`config.mk`:
```
export PLATFORM = sky130hd
export DESIGN_NAME = packed_array_unpacker
export DESIGN_NICKNAME = d
export VERILOG_FILES = /design/src/rtl/packed_array_unpacker_pkg.sv /design/src/rtl/packed_array_unpacker_elem_sel.sv /design/src/rtl/packed_array_unpacker.sv
export SDC_FILE = /design/constraint.sdc
export NUM_CORES = 1
export LEC_CHECK = 0
export CAP_MARGIN = 0
export CORE_MARGIN = 3
export CORE_UTILIZATION = 40
export CTS_CLUSTER_DIAMETER = 200
export CTS_CLUSTER_SIZE = 28
export DETAILED_ROUTE_END_ITERATION = 12
export MAX_ROUTING_LAYER = met4
export PLACE_DENSITY = 0.73
export SYNTH_ARGS = -nofsm -noshare
export SYNTH_HDL_FRONTEND = slang
export SYNTH_SLANG_ARGS = --single-unit
```
`constraint.sdc`:
```
create_clock -name clk -period 2 [get_ports clk]
set_clock_uncertainty 0.2 [all_clocks]
set_input_delay 0.3 -clock clk [delete_from_list [all_inputs] [get_ports clk]]
set_output_delay 0.3 -clock clk [all_outputs]
set_load 0.01 [all_outputs]
```
`src/rtl/packed_array_unpacker_pkg.sv`:
```
// ---------------------------------------------------------------------------
// packed_array_pkg
// Shared types and constants for the packed-array unpacker slice.
//   DEF_NUM_ELEMS / DEF_ELEM_W : default geometry of a packed word
//   elem_t / packed_word_t     : element and packed-word types at the default
//                                geometry (for checkers and wrappers)
//   state_e                    : unpacker FSM state
//   emit_index()               : maps emission position to array index
// ---------------------------------------------------------------------------
package packed_array_pkg;

  localparam int DEF_NUM_ELEMS = 6;
  localparam int DEF_ELEM_W    = 4;

  typedef logic [DEF_ELEM_W-1:0]    elem_t;
  typedef elem_t [DEF_NUM_ELEMS-1:0] packed_word_t;

  typedef enum logic {
    IDLE = 1'b0,
    SEND = 1'b1
  } state_e;

  // Position 'count' in emission order -> array index of that element.
  function automatic int unsigned emit_index(input int unsigned count,
                                             input int unsigned num_elems,
                                             input bit          msb_first);
    return msb_first ? (num_elems - 1 - count) : count;
  endfunction

endpackage

```
`src/rtl/packed_array_unpacker_elem_sel.sv`:
```
// ---------------------------------------------------------------------------
// packed_elem_sel
// Purely combinational select of one element from a packed word.
//   word : packed word, element k = word[k*ELEM_W +: ELEM_W]
//   idx  : array index to select
//   elem : selected element (zero if idx >= NUM_ELEMS)
// ---------------------------------------------------------------------------
module packed_elem_sel #(
  parameter int NUM_ELEMS = 6,
  parameter int ELEM_W    = 4,
  parameter int IDX_W     = $clog2(NUM_ELEMS)
) (
  input  logic [NUM_ELEMS*ELEM_W-1:0] word,
  input  logic [IDX_W-1:0]            idx,
  output logic [ELEM_W-1:0]           elem
);

  // Explicit mux over legal indices so a non-power-of-2 NUM_ELEMS never
  // slices beyond the word.
  always_comb begin
    elem = '0;
    for (int k = 0; k < NUM_ELEMS; k++) begin
      if (idx == IDX_W'(k)) begin
        elem = word[k*ELEM_W +: ELEM_W];
      end
    end
  end

endmodule

```
`src/rtl/packed_array_unpacker.sv`:
```
// ---------------------------------------------------------------------------
// packed_array_unpacker
// Accepts one packed word [NUM_ELEMS-1:0][ELEM_W-1:0] and streams its
// elements out one per handshake.
//
// Ports:
//   clk, rst            : clock, synchronous active-high reset
//   in_valid/in_ready   : input word handshake, in_data sampled on it
//   in_data             : packed word, element k = in_data[k*ELEM_W +: ELEM_W]
//   out_valid/out_ready : output element handshake
//   out_data            : current element
//   out_idx             : array index of the current element
//   out_last            : current element is the final one of the word
//   busy                : a word is held (FSM in SEND)
//
// Handshakes: a transfer happens on a rising edge where valid && ready.
// Once valid is raised it stays high, with data/idx/last stable, until that
// transfer.
//
// Build option PACKED_ARRAY_UNPACKER_PREFETCH_EN: in_ready also rises during
// the last element handshake so the next word loads with no idle cycle.
// ---------------------------------------------------------------------------
module packed_array_unpacker
  import packed_array_pkg::*;
#(
  parameter int NUM_ELEMS = DEF_NUM_ELEMS,
  parameter int ELEM_W    = DEF_ELEM_W,
  parameter int MSB_FIRST = 0
) (
  input  logic                          clk,
  input  logic                          rst,
  input  logic                          in_valid,
  output logic                          in_ready,
  input  logic [NUM_ELEMS*ELEM_W-1:0]   in_data,
  output logic                          out_valid,
  input  logic                          out_ready,
  output logic [ELEM_W-1:0]             out_data,
  output logic [$clog2(NUM_ELEMS)-1:0]  out_idx,
  output logic                          out_last,
  output logic                          busy
);

  localparam int            IW    = $clog2(NUM_ELEMS);
  localparam int            WW    = NUM_ELEMS * ELEM_W;
  localparam logic [IW-1:0] LAST  = IW'(NUM_ELEMS - 1);

  state_e          state_q, state_d;
  logic [IW-1:0]   count_q, count_d;
  logic [WW-1:0]   word_q, word_d;

  logic            out_valid_q, out_valid_d;
  logic [ELEM_W-1:0] out_data_q, out_data_d;
  logic [IW-1:0]   out_idx_q, out_idx_d;
  logic            out_last_q, out_last_d;

  logic            in_ready_c;
  logic            in_hs;
  logic            out_hs;
  logic [IW-1:0]   emit_idx_d;
  logic [ELEM_W-1:0] elem_d;

  assign out_hs = out_valid_q && out_ready;

  // in_ready is held low during reset so nothing is accepted on the reset edge.
`ifdef PACKED_ARRAY_UNPACKER_PREFETCH_EN
  assign in_ready_c = !rst && ((state_q == IDLE) ||
                               (out_valid_q && out_last_q && out_ready));
`else
  assign in_ready_c = !rst && (state_q == IDLE);
`endif

  assign in_hs = in_valid && in_ready_c;

  // Next-state logic for the FSM, element counter and held word.
  always_comb begin
    state_d = state_q;
    count_d = count_q;
    word_d  = word_q;
    case (state_q)
      IDLE: begin
        if (in_hs) begin
          word_d  = in_data;
          count_d = '0;
          state_d = SEND;
        end
      end
      SEND: begin
        if (out_hs) begin
          if (count_q == LAST) begin
            // Only reachable with prefetch: reload and keep streaming.
            if (in_hs) begin
              word_d  = in_data;
              count_d = '0;
              state_d = SEND;
            end else begin
              state_d = IDLE;
            end
          end else begin
            count_d = count_q + IW'(1);
          end
        end
      end
      default: begin
        state_d = IDLE;
      end
    endcase
  end

  assign emit_idx_d = IW'(emit_index(32'(count_d), NUM_ELEMS, MSB_FIRST != 0));

  packed_elem_sel #(
    .NUM_ELEMS (NUM_ELEMS),
    .ELEM_W    (ELEM_W),
    .IDX_W     (IW)
  ) u_elem_sel (
    .word (word_d),
    .idx  (emit_idx_d),
    .elem (elem_d)
  );

  // Outputs are registered from the next-state values, so they change only
  // when count or word changes and therefore hold across a stall.
  always_comb begin
    out_valid_d = (state_d == SEND);
    out_data_d  = elem_d;
    out_idx_d   = emit_idx_d;
    out_last_d  = (state_d == SEND) && (count_d == LAST);
  end

  always_ff @(posedge clk) begin
    if (rst) begin
      state_q     <= IDLE;
      count_q     <= '0;
      word_q      <= '0;
      out_valid_q <= 1'b0;
      out_data_q  <= '0;
      out_idx_q   <= '0;
      out_last_q  <= 1'b0;
    end else begin
      state_q     <= state_d;
      count_q     <= count_d;
      word_q      <= word_d;
      out_valid_q <= out_valid_d;
      out_data_q  <= out_data_d;
      out_idx_q   <= out_idx_d;
      out_last_q  <= out_last_d;
    end
  end

  assign in_ready  = in_ready_c;
  assign out_valid = out_valid_q;
  assign out_data  = out_data_q;
  assign out_idx   = out_idx_q;
  assign out_last  = out_last_q;
  assign busy      = (state_q == SEND);

endmodule

```
# After elaboration in Yosys (flattened, before gate mapping)
# Cells that the tools add are included.
# word_totals
ff_bits	33
input_bits	28
output_inout_bits	11
elab_cells	37
# classes
n_addsub	1
n_eq_ne	6
muxes	18
n_bitwise	1
reduce_logical	6
# ops
cell	count
two-way mux 24 bit	3
case mux 24 bit (2 select lines)	1
two-way mux 4 bit	6
equality test 3 bit, second input constant	3
two-way mux 3 bit	3
equality test 3 x 2 -> 1 bit, second input constant	2
case mux 3 bit (2 select lines)	1
logical AND 1 bit	4
adder 3 x 1 -> 3 bit, second input constant	1
equality test 3 x 1 -> 1 bit, second input constant	1
zero test 3 bit	1
two-way mux 1 bit	3
case mux 1 bit (2 select lines)	1
zero test 1 bit	1
NOT 1 bit	1

# Longest topological paths before layout
# Gate-level depths: netlist of the first run.
# depth
ltp_word	14
ltp_mapped	8
depth_no_buf	8

# By module
# From an unflattened synthesis of the first run, not the netlist that was laid out.
# hier_totals
hier_cells	152
area_unflattened_um2	1637.8
# modules_own_cells
mod	instances	cells_each	area_per_inst_um2
packed_array_unpacker	1	129	1432.6
packed_elem_sel	1	23	205.2

# Worst setup path after synthesis of the first run
# Ideal clock, no wire load.
# synth_path
kind	flip-flop to flip-flop
from	register out_idx[1] (netlist name)
to	register out_data_q[3], in the netlist out_data[3]
arrival_ns	2.046
required_time_ns	1.737
path_slack_ns	-0.309
stages_incl_launch_ff	9
n_path_buf	0
cell_sequence	dfxtp_1 inv_1 ha_1 and2_2 o21ai_1 and2b_1 nor3_1 or4b_1 nand3_1
# synth_lines
item	line	source
end signal, assigned	packed_array_unpacker.sv:144	out_data_q <= out_data_d;
end, declared	packed_array_unpacker.sv:52	logic [ELEM_W-1:0] out_data_q, out_data_d;

==> impl_metrics.env, run 1 <==
export IMPL_powerDensity_mw_per_mm2=652
export IMPL_synth_top_area_share_pct=40.2
export IMPL_wl_per_cell_um=15.2
export IMPL_ys_flop_type="dfxtp_1"
export IMPL_wl_um=4980
export IMPL_ys_ff_latch=33
export IMPL_multiInputGateArea_mm2=0.00105
export IMPL_timing_final_crit_share_pct=106
export IMPL_drt_pass1_iterations=5
export IMPL_required_ps=2040
export IMPL_diodes=0
export IMPL_grt_pass1_wl_um=7860
export IMPL_core_mm2=0.00380
export IMPL_total_power_mw=1.74
export IMPL_min_period_ps=2120
export IMPL_clock_sinks=33
export IMPL_ys_seq_area_share_pct=40.2
export IMPL_die_h_um=70.1
export IMPL_final_cell_count_no_fill=327
export IMPL_async_flop_share_pct=0
export IMPL_final_max_slew_viol_count=0
export IMPL_hpwl_um=3400
export IMPL_hold_violations=0
export IMPL_die_area_mm2=0.00491
export IMPL_crit_path_end_kind="flip-flop"
export IMPL_synthToLayoutAreaGrowth_pct=62.1
export IMPL_ys_warn_count=0
export IMPL_clk_pin_slew_ps=70
export IMPL_rr_endpoint="out_data[0]"
export IMPL_worstHoldStart="in_valid"
export IMPL_syn_area_mm2=0.00164
export IMPL_synth_nets=227
export IMPL_start_kind="flip-flop"
export IMPL_setup_violations=4
export IMPL_outcome="complete, but fails checks"
export IMPL_synth_edff_count=0
export IMPL_setup_ws_ps=-121
export IMPL_first_iter_violations=93
export IMPL_grt_total_usage_pct=20.3
export IMPL_synth_area_leader_cell="dfxtp_1"
export IMPL_final_cell_mix="buf_4, nand2_1, clkdlybuf4s50_1"
export IMPL_vias=1794
export IMPL_avgSynthCellArea_um2=8.34
export IMPL_failed_checks="setup timing"
export IMPL_whs_endpoint="out_valid"
export IMPL_max_cap_violations=0
export IMPL_yosysUniqueCellTypes=49
export IMPL_netlist_instances=197
export IMPL_criticalPathCategory="reg -> reg"
export IMPL_io_pins=39
export IMPL_portBuffers=38
export IMPL_fp_row_count=22
export IMPL_numCtsBuffers=5
export IMPL_dp_cells=313
export IMPL_hold_slack_ps=244
export IMPL_tightest_slew_ps=300
export IMPL_grt_max_degree=29
export IMPL_r2r_start="out_idx[1]"
export IMPL_crit_fanout=5
export IMPL_worstPathArrival_ps=2160
export IMPL_ant_nets=0
export IMPL_routabilityCongestion=0.902
export IMPL_gr_total_overflow=0
export IMPL_synth_area_leaders="dfxtp_1, nand2_1, a21oi_1"
export IMPL_final_util_pct=70.1
export IMPL_die_width_um=70.1
export IMPL_worstSetupStartpoint="out_idx[1]"
export IMPL_reg2reg_depth=9
export IMPL_max_slew_margin_pct=79.6
export IMPL_clock_latency_ps=290
export IMPL_vias_per_cell=5.49
export IMPL_hp_class="in -> reg"
export IMPL_cts_hold_fix_buffers=0
export IMPL_peakVddDrop_v=0.000397
export IMPL_antenna_found_initial=0
export IMPL_root_buffer="clkbuf_8"
export IMPL_seq_area_um2=667
export IMPL_first_global_vias=1699
export IMPL_max_freq_mhz=471
export IMPL_drive_above_1_share_pct=33.3
export IMPL_fin_nets=308
export IMPL_start_util_pct=43.2
export IMPL_tritoncts="done"
export IMPL_drcViolationCount=0
export IMPL_htreeDepth=2
export IMPL_hold_depth=4
export IMPL_p_leak_nw=1.05
export IMPL_layout_commonest_cell="buf_4"
export IMPL_r2r_slack_ps=-120
export IMPL_fill_cells=298
export IMPL_clockBufferDepth=2
export IMPL_rsz0062_at_grt="true"
metal layers:
layer / GRT usage [%] / share of wire [%] / up-vias
li1: - / - / 874
met5: - / 0 / -
met4: 8.30 / 1.5 / 0
met1: 25.5 / 43 / 832
met3: 4.32 / 6.5 / 10
met2: 31.8 / 49 / 78
worst max path at each step:
| stage | endpoint | slack, ps |
|---|---|---|
| after global routing | out_data[2] | -200 |
| final | out_data[0] | -120 |
| after global placement | out_data[0] | -400 |
| after floorplan | out_data[3] | 5 |
| after detailed placement | out_data[2] | -490 |
| after CTS | out_data[0] | -110 |
registers in the layout, summed over array words and instances, names as in the netlist:
register	cells
out_data	4
out_idx	3
out_last	1
out_valid	1
word_q	24
cell type report:
| cell class | count | area share (%) |
|---|---|---|
| clock buffer | 7 | 3.24 |
| clock inverter | 1 | 1.13 |
| inverter | 4 | 0.658 |
| multi-input combinational | 148 | 39.5 |
| sequential | 33 | 25.0 |
| tap | 48 | 2.25 |
| timing repair buffer | 86 | 28.2 |
cells by family (layout without fill, tap and decap cells):
kind of cell / Yosys count / in the layout / share of synthesized area, %
simple gates: 83 / 83 / 25.7
compound gates: 58 / 58 / 24.4
flops: 33 / 33 / 40.2
buf+inv: 16 / 98 / 5.03
mux: 5 / 5 / 3.12
fa+ha+maj: 2 / 2 / 1.52
stage by stage:
stage,setup TNS [ps],area (um2),setup WS (ps)
after floorplan,0,1700,5.26
after global placement,-1680,2390,-400
after detailed placement,-2110,2390,-490
after CTS,-409,2540,-110
after global routing,-813,2660,-200
final,-368,2660,-121
repair_timing:
action,CTS,global route
setup buffers,1,5
endpoints found under the setup margin,4,5
resized for setup,7,17
pin swaps,2,2
where the power goes:
| part | total (mW) | internal, mW | switching, mW |
|---|---|---|---|
| registers | 0.706 | 0.689 | 0.0176 |
| clock network | 0.654 | 0.406 | 0.248 |
| logic | 0.378 | 0.210 | 0.168 |
critical path, cell delays in order (launching register included):
cell and delay (ps):
dfxtp_4 360, inv_4 60, ha_4 160, and2_4 190
nor3_4 70, buf_4 140, a21oi_4 190, o221ai_2 160
a221oi_4 320, o221a_2 230
synth_stat cells, types with 4 or more instances:
master    count
nor3_1        7
nor2_1       15
dfxtp_1      33
mux2i_1       4
inv_1         4
a221oi_1      4
nand2_1      37
nand4_1       4
o22ai_1       6
a21oi_1      23
buf_2         5
Note: power is estimated with default switching activity, not from simulation.
==> inputs of run 2 (changes only) <==
- PLACE_DENSITY: 0.73 -> 0.67
==> run 2 against run 1 <==
Net effect: the run still ends with setup timing left; utilization decreased by 1.2 points; worst setup slack improved by 79 ps; routed wire length decreased by 0.54%; register-to-register slack better by 80 ps; critical path type unchanged.
==> impl_metrics.env, run 2 (synthesized netlist as in run 1, its figures left out) <==
export IMPL_crit_fanout=5
export IMPL_start_util_pct=43.2
export IMPL_fin_nets=305
export IMPL_crit_chain="buf_4 > ha_2 > nor2_1 > a21oi_2 > o32ai_4 > buf_4 > a221oi_2 > o221a_2"
export IMPL_clock_sinks=33
export IMPL_max_slew_margin_pct=79.4
export IMPL_die_width_um=70.1
export IMPL_clock_latency_ps=280
export IMPL_multiInputGateArea_mm2=0.00106
export IMPL_setup_ws_ps=-42.5
export IMPL_min_period_ps=2040
export IMPL_numCtsBuffers=5
export IMPL_criticalPathCategory="reg -> reg"
export IMPL_max_cap_violations=0
export IMPL_wl_per_cell_um=15.3
export IMPL_tightest_slew_ps=300
export IMPL_diodes=0
export IMPL_timing_final_crit_share_pct=102
export IMPL_antenna_found_initial=0
export IMPL_final_cell_mix="buf_4, nand2_1, clkdlybuf4s50_1"
export IMPL_hpwl_um=3570
export IMPL_slowest_delay_ps=350
export IMPL_crit_path_top_delay_cell="dfxtp_4"
export IMPL_required_ps=1980
export IMPL_final_max_slew_viol_count=0
export IMPL_fill_cells=293
export IMPL_dp_cells=308
export IMPL_fp_row_count=22
export IMPL_largest_reg_flops=24
export IMPL_final_util_pct=68.9
export IMPL_hold_slack_ps=256
export IMPL_drive_above_1_share_pct=34.4
export IMPL_first_iter_violations=124
export IMPL_crit_path_end_kind="flip-flop"
export IMPL_vias_per_cell=5.43
export IMPL_clockBufferDepth=2
export IMPL_drcViolationCount=0
export IMPL_gr_total_overflow=0
export IMPL_finalInstanceArea_mm2=0.00262
export IMPL_final_cell_count_no_fill=324
export IMPL_htreeDepth=2
export IMPL_cts_hold_fix_buffers=0
export IMPL_path_delay_family="compound AO/OA/AOI/OAI gates"
export IMPL_r2r_slack_ps=-40
export IMPL_synthToLayoutAreaGrowth_pct=59.4
export IMPL_regMostFlops="word_q"
export IMPL_placed_area_mm2=0.00235
export IMPL_die_h_um=70.1
export IMPL_tritoncts="done"
export IMPL_root_buffer="clkbuf_8"
export IMPL_cpMostUsedCell="buf_4"
export IMPL_worstPathArrival_ps=2020
export IMPL_path_buf_inv=2
export IMPL_peakVddDrop_v=0.000313
export IMPL_max_freq_mhz=490
export IMPL_vias=1758
export IMPL_wl_um=4950
export IMPL_hp_class="reg -> reg"
export IMPL_start_kind="flip-flop"
export IMPL_seq_area_um2=671
export IMPL_rsz0062_at_grt="true"
export IMPL_setup_violations=4
export IMPL_die_area_mm2=0.00491
export IMPL_core_mm2=0.00380
export IMPL_clk_pin_slew_ps=70
export IMPL_outcome="complete, but fails checks"
export IMPL_setup_tns_final_ps=-130
export IMPL_portBuffers=38
export IMPL_drt_pass1_iterations=4
export IMPL_grt_total_usage_pct=21.3
export IMPL_grt_pass1_wl_um=8200
export IMPL_routabilityCongestion=0.897
export IMPL_powerDensity_mw_per_mm2=594
export IMPL_layout_commonest_cell="buf_4"
export IMPL_io_pins=39
export IMPL_p_leak_nw=1.03
export IMPL_grt_max_degree=29
export IMPL_first_global_vias=1754
export IMPL_hold_violations=0
export IMPL_ant_nets=0
export IMPL_failed_checks="setup timing"
==> run 2: worst paths after layout <==
path,to,depth (start not counted),from
worst min-delay path,word_q[20],2,word_q[20]
worst max register to register,out_data[1],8,out_idx[1]
worst min register to register,word_q[20],2,word_q[20]
worst max-delay path,out_data[1],8,out_idx[1]
==> run 2: stage by stage <==
step	worst slack (ps)	power, mW
6_report	-42.5	1.55
5_1_grt	-124	1.62
4_1_cts	-63.9	1.56
3_5_place_dp	-415	1.04
3_3_place_gp	-383	1.04
2_1_floorplan	5.26	0.878
==> run 2: per-layer routing <==
metal	part of all wire, %	GRT usage, %	wire (um)	vias up
li1	-	-	-	868
met1	44	25.4	2160	832
met2	50	37.1	2490	53
met3	5.1	3.45	253	5
met4	1.0	5.74	50	0
met5	0	-	0	-
==> run 2: area by class of cell <==
cell class	count	area share (%)
Multi-Input combinational cell	148	40.3
Timing Repair Buffer	83	28.0
Sequential cell	33	25.6
Clock buffer	6	2.77
Tap cell	48	2.29
Inverter	4	0.669
Clock inverter	2	0.382
==> run 2: report_power, final <==
group	total, mW	switching, mW	internal [mW]
Clock	0.486	0.245	0.241
Sequential	0.705	0.0170	0.688
Combinational	0.364	0.164	0.200
Total	1.55	0.426	1.13
==> run 2: what timing repair did <==
item / CTS / global route
pin swaps: 10 / 7
setup buffers: 6 / 2
resized for setup: 26 / 5
setup endpoints to repair: 5 / 5
==> run 2: worst register-to-register path, cell delays in order (launching register included) <==
cell      delay, ps
dfxtp_4         350
buf_4           140
ha_2            210
nor2_1          140
a21oi_2          60
o32ai_4         310
buf_4           190
a221oi_2         60
o221a_2         280
==> inputs of run 3 (changes only) <==
- SKIP_CTS_REPAIR_TIMING: not set -> 1
- TNS_END_PERCENT: not set -> 10
==> run 3 against run 2 <==
Net effect: the flow still finishes with violations (setup timing); first-iteration DRC count shrank 22%; critical endpoint is now out_data[3]; non-clock buffer count shrank 4; largest cell class unchanged; die area is the same; combinational power shrank 2%.
==> impl_metrics.env, run 3 (synthesized netlist as in run 1, its figures left out) <==
export IMPL_outcome="complete, but fails checks"
export IMPL_failed_checks="setup timing"
export IMPL_switchingPower_mw=0.418
export IMPL_crit_path_end_kind="flip-flop"
export IMPL_min_period_ps=2110
export IMPL_fp_row_count=22
export IMPL_core_mm2=0.00380
export IMPL_clockBufferDepth=2
export IMPL_grt_pass1_wl_um=7900
export IMPL_numCtsBuffers=5
export IMPL_grt_total_usage_pct=20.3
export IMPL_tritoncts="done"
export IMPL_drt_pass1_iterations=4
export IMPL_criticalPathCategory="reg -> reg"
export IMPL_worstHoldStart="in_valid"
export IMPL_place_ws_ps=-415
export IMPL_r2r_start="out_idx[1]"
export IMPL_die_h_um=70.1
export IMPL_synthToLayoutAreaGrowth_pct=56.9
export IMPL_powerDensity_mw_per_mm2=599
export IMPL_die_width_um=70.1
export IMPL_setup_violations=4
export IMPL_max_slew_margin_pct=76.5
export IMPL_rsz0062_at_grt="true"
export IMPL_wl_um=4820
export IMPL_first_global_vias=1713
export IMPL_wl_per_cell_um=15.0
export IMPL_setup_ws_ps=-113
export IMPL_grt_max_degree=29
export IMPL_clockPowerShare_pct=31.2
export IMPL_clk_pin_slew_ps=70
export IMPL_total_power_mw=1.55
export IMPL_gr_total_overflow=0
export IMPL_diodes=0
export IMPL_antenna_found_initial=0
export IMPL_vias_per_cell=5.40
export IMPL_fill_cells=308
export IMPL_r2r_slack_ps=-110
export IMPL_vias=1729
export IMPL_crit_fanout=5
export IMPL_final_cell_mix="buf_4, nand2_1, clkdlybuf4s50_1"
export IMPL_timing_final_crit_share_pct=106
export IMPL_htreeDepth=2
export IMPL_portBuffers=38
export IMPL_p_leak_nw=1.02
export IMPL_multiInputGateArea_mm2=0.00105
export IMPL_regMostFlops="word_q"
export IMPL_io_pins=39
export IMPL_hold_violations=0
export IMPL_drive_above_1_share_pct=33.8
export IMPL_tightest_slew_ps=352
export IMPL_routabilityCongestion=0.897
export IMPL_root_buffer="clkbuf_8"
export IMPL_seq_area_um2=669
export IMPL_pwr_share_seq_pct=45.7
export IMPL_final_max_slew_viol_count=0
export IMPL_layout_commonest_cell="buf_4"
export IMPL_start_util_pct=43.2
export IMPL_hpwl_um=3570
export IMPL_worstPathArrival_ps=2140
export IMPL_clock_latency_ps=280
export IMPL_max_cap_violations=0
export IMPL_max_freq_mhz=473
export IMPL_largest_reg_flops=24
export IMPL_clock_sinks=33
export IMPL_first_iter_violations=97
export IMPL_drcViolationCount=0
export IMPL_p_sw_share_pct=27.1
export IMPL_die_area_mm2=0.00491
export IMPL_ant_nets=0
export IMPL_start_kind="flip-flop"
export IMPL_internal_power_mw=1.13
export IMPL_fin_nets=301
export IMPL_peakVddDrop_v=0.000312
export IMPL_comb_power_share_pct=23.2
export IMPL_worstSetupStartpoint="out_idx[1]"
export IMPL_required_ps=2020
export IMPL_hp_class="in -> reg"
[run 3: changes by cell type in the layout (fill, tap and decap cells not counted), moves of 2 or more]
| cell | delta |
|---|---|
| o221ai_2 | -3 |
| mux2i_1 | -2 |
| dlymetal6s2s_1 | +3 |
| o221ai_1 | +3 |
| o21ai_0 | +2 |
| dlygate4sd2_1 | -4 |
| buf_6 | -3 |
| mux2i_2 | +2 |
| o21ai_1 | -2 |
[run 3: critical path: stages (launching register included)]
cell and delay, ps:
dfxtp_4 370, inv_4 40, ha_4 170, and2_4 170, nor3_4 230, buf_4 160, nand2b_4 120, nor3_1 40
or4b_1 460, nand3_1 100
[run 3: final cells by class]
| type | instances | area share, % |
|---|---|---|
| Inverter | 4 | 0.680 |
| Clock buffer | 6 | 2.82 |
| Tap cell | 48 | 2.33 |
| Timing Repair Buffer | 79 | 27.2 |
| Multi-Input combinational cell | 148 | 40.6 |
| Sequential cell | 33 | 26.0 |
| Clock inverter | 2 | 0.388 |
[run 3: path summary, 6_finish.rpt]
| kind | depth (start not counted) | endpoint |
|---|---|---|
| max reg2reg | 9 | out_data[3] |
| max | 9 | out_data[3] |
| min | 4 | out_valid |
| min reg2reg | 2 | word_q[11] |
[run 3: per-layer routing]
layer / track usage [%] / up-vias / routed length, um / part of all wire, %
met5: - / - / 0 / 0
met2: 35.2 / 46 / 2390 / 50
met3: 3.45 / 7 / 238 / 4.9
li1: - / 857 / - / -
met1: 24.5 / 819 / 2110 / 44
met4: 5.11 / 0 / 75 / 1.6
[run 3: power by group through the flow]
stage / Combinational, mW / Sequential (mW) / Clock (mW)
after floorplan: 0.155 / 0.723 / 0
after global placement: 0.316 / 0.719 / 0
after detailed placement: 0.323 / 0.720 / 0
after CTS: 0.325 / 0.705 / 0.495
after global routing: 0.388 / 0.709 / 0.517
final: 0.358 / 0.706 / 0.482
[run 3: metrics by stage]
stage	util (%)	cell area, um2	TNS (ps)	hold WS [ps]	instances
global placement	61.8	2350	-1890	245	308
finish	67.9	2580	-307	254	320
CTS	64.0	2430	-752	260	316
detailed placement	61.8	2350	-2340	251	308
global route	67.9	2580	-744	279	320
floorplan	-	1700	0	236	197
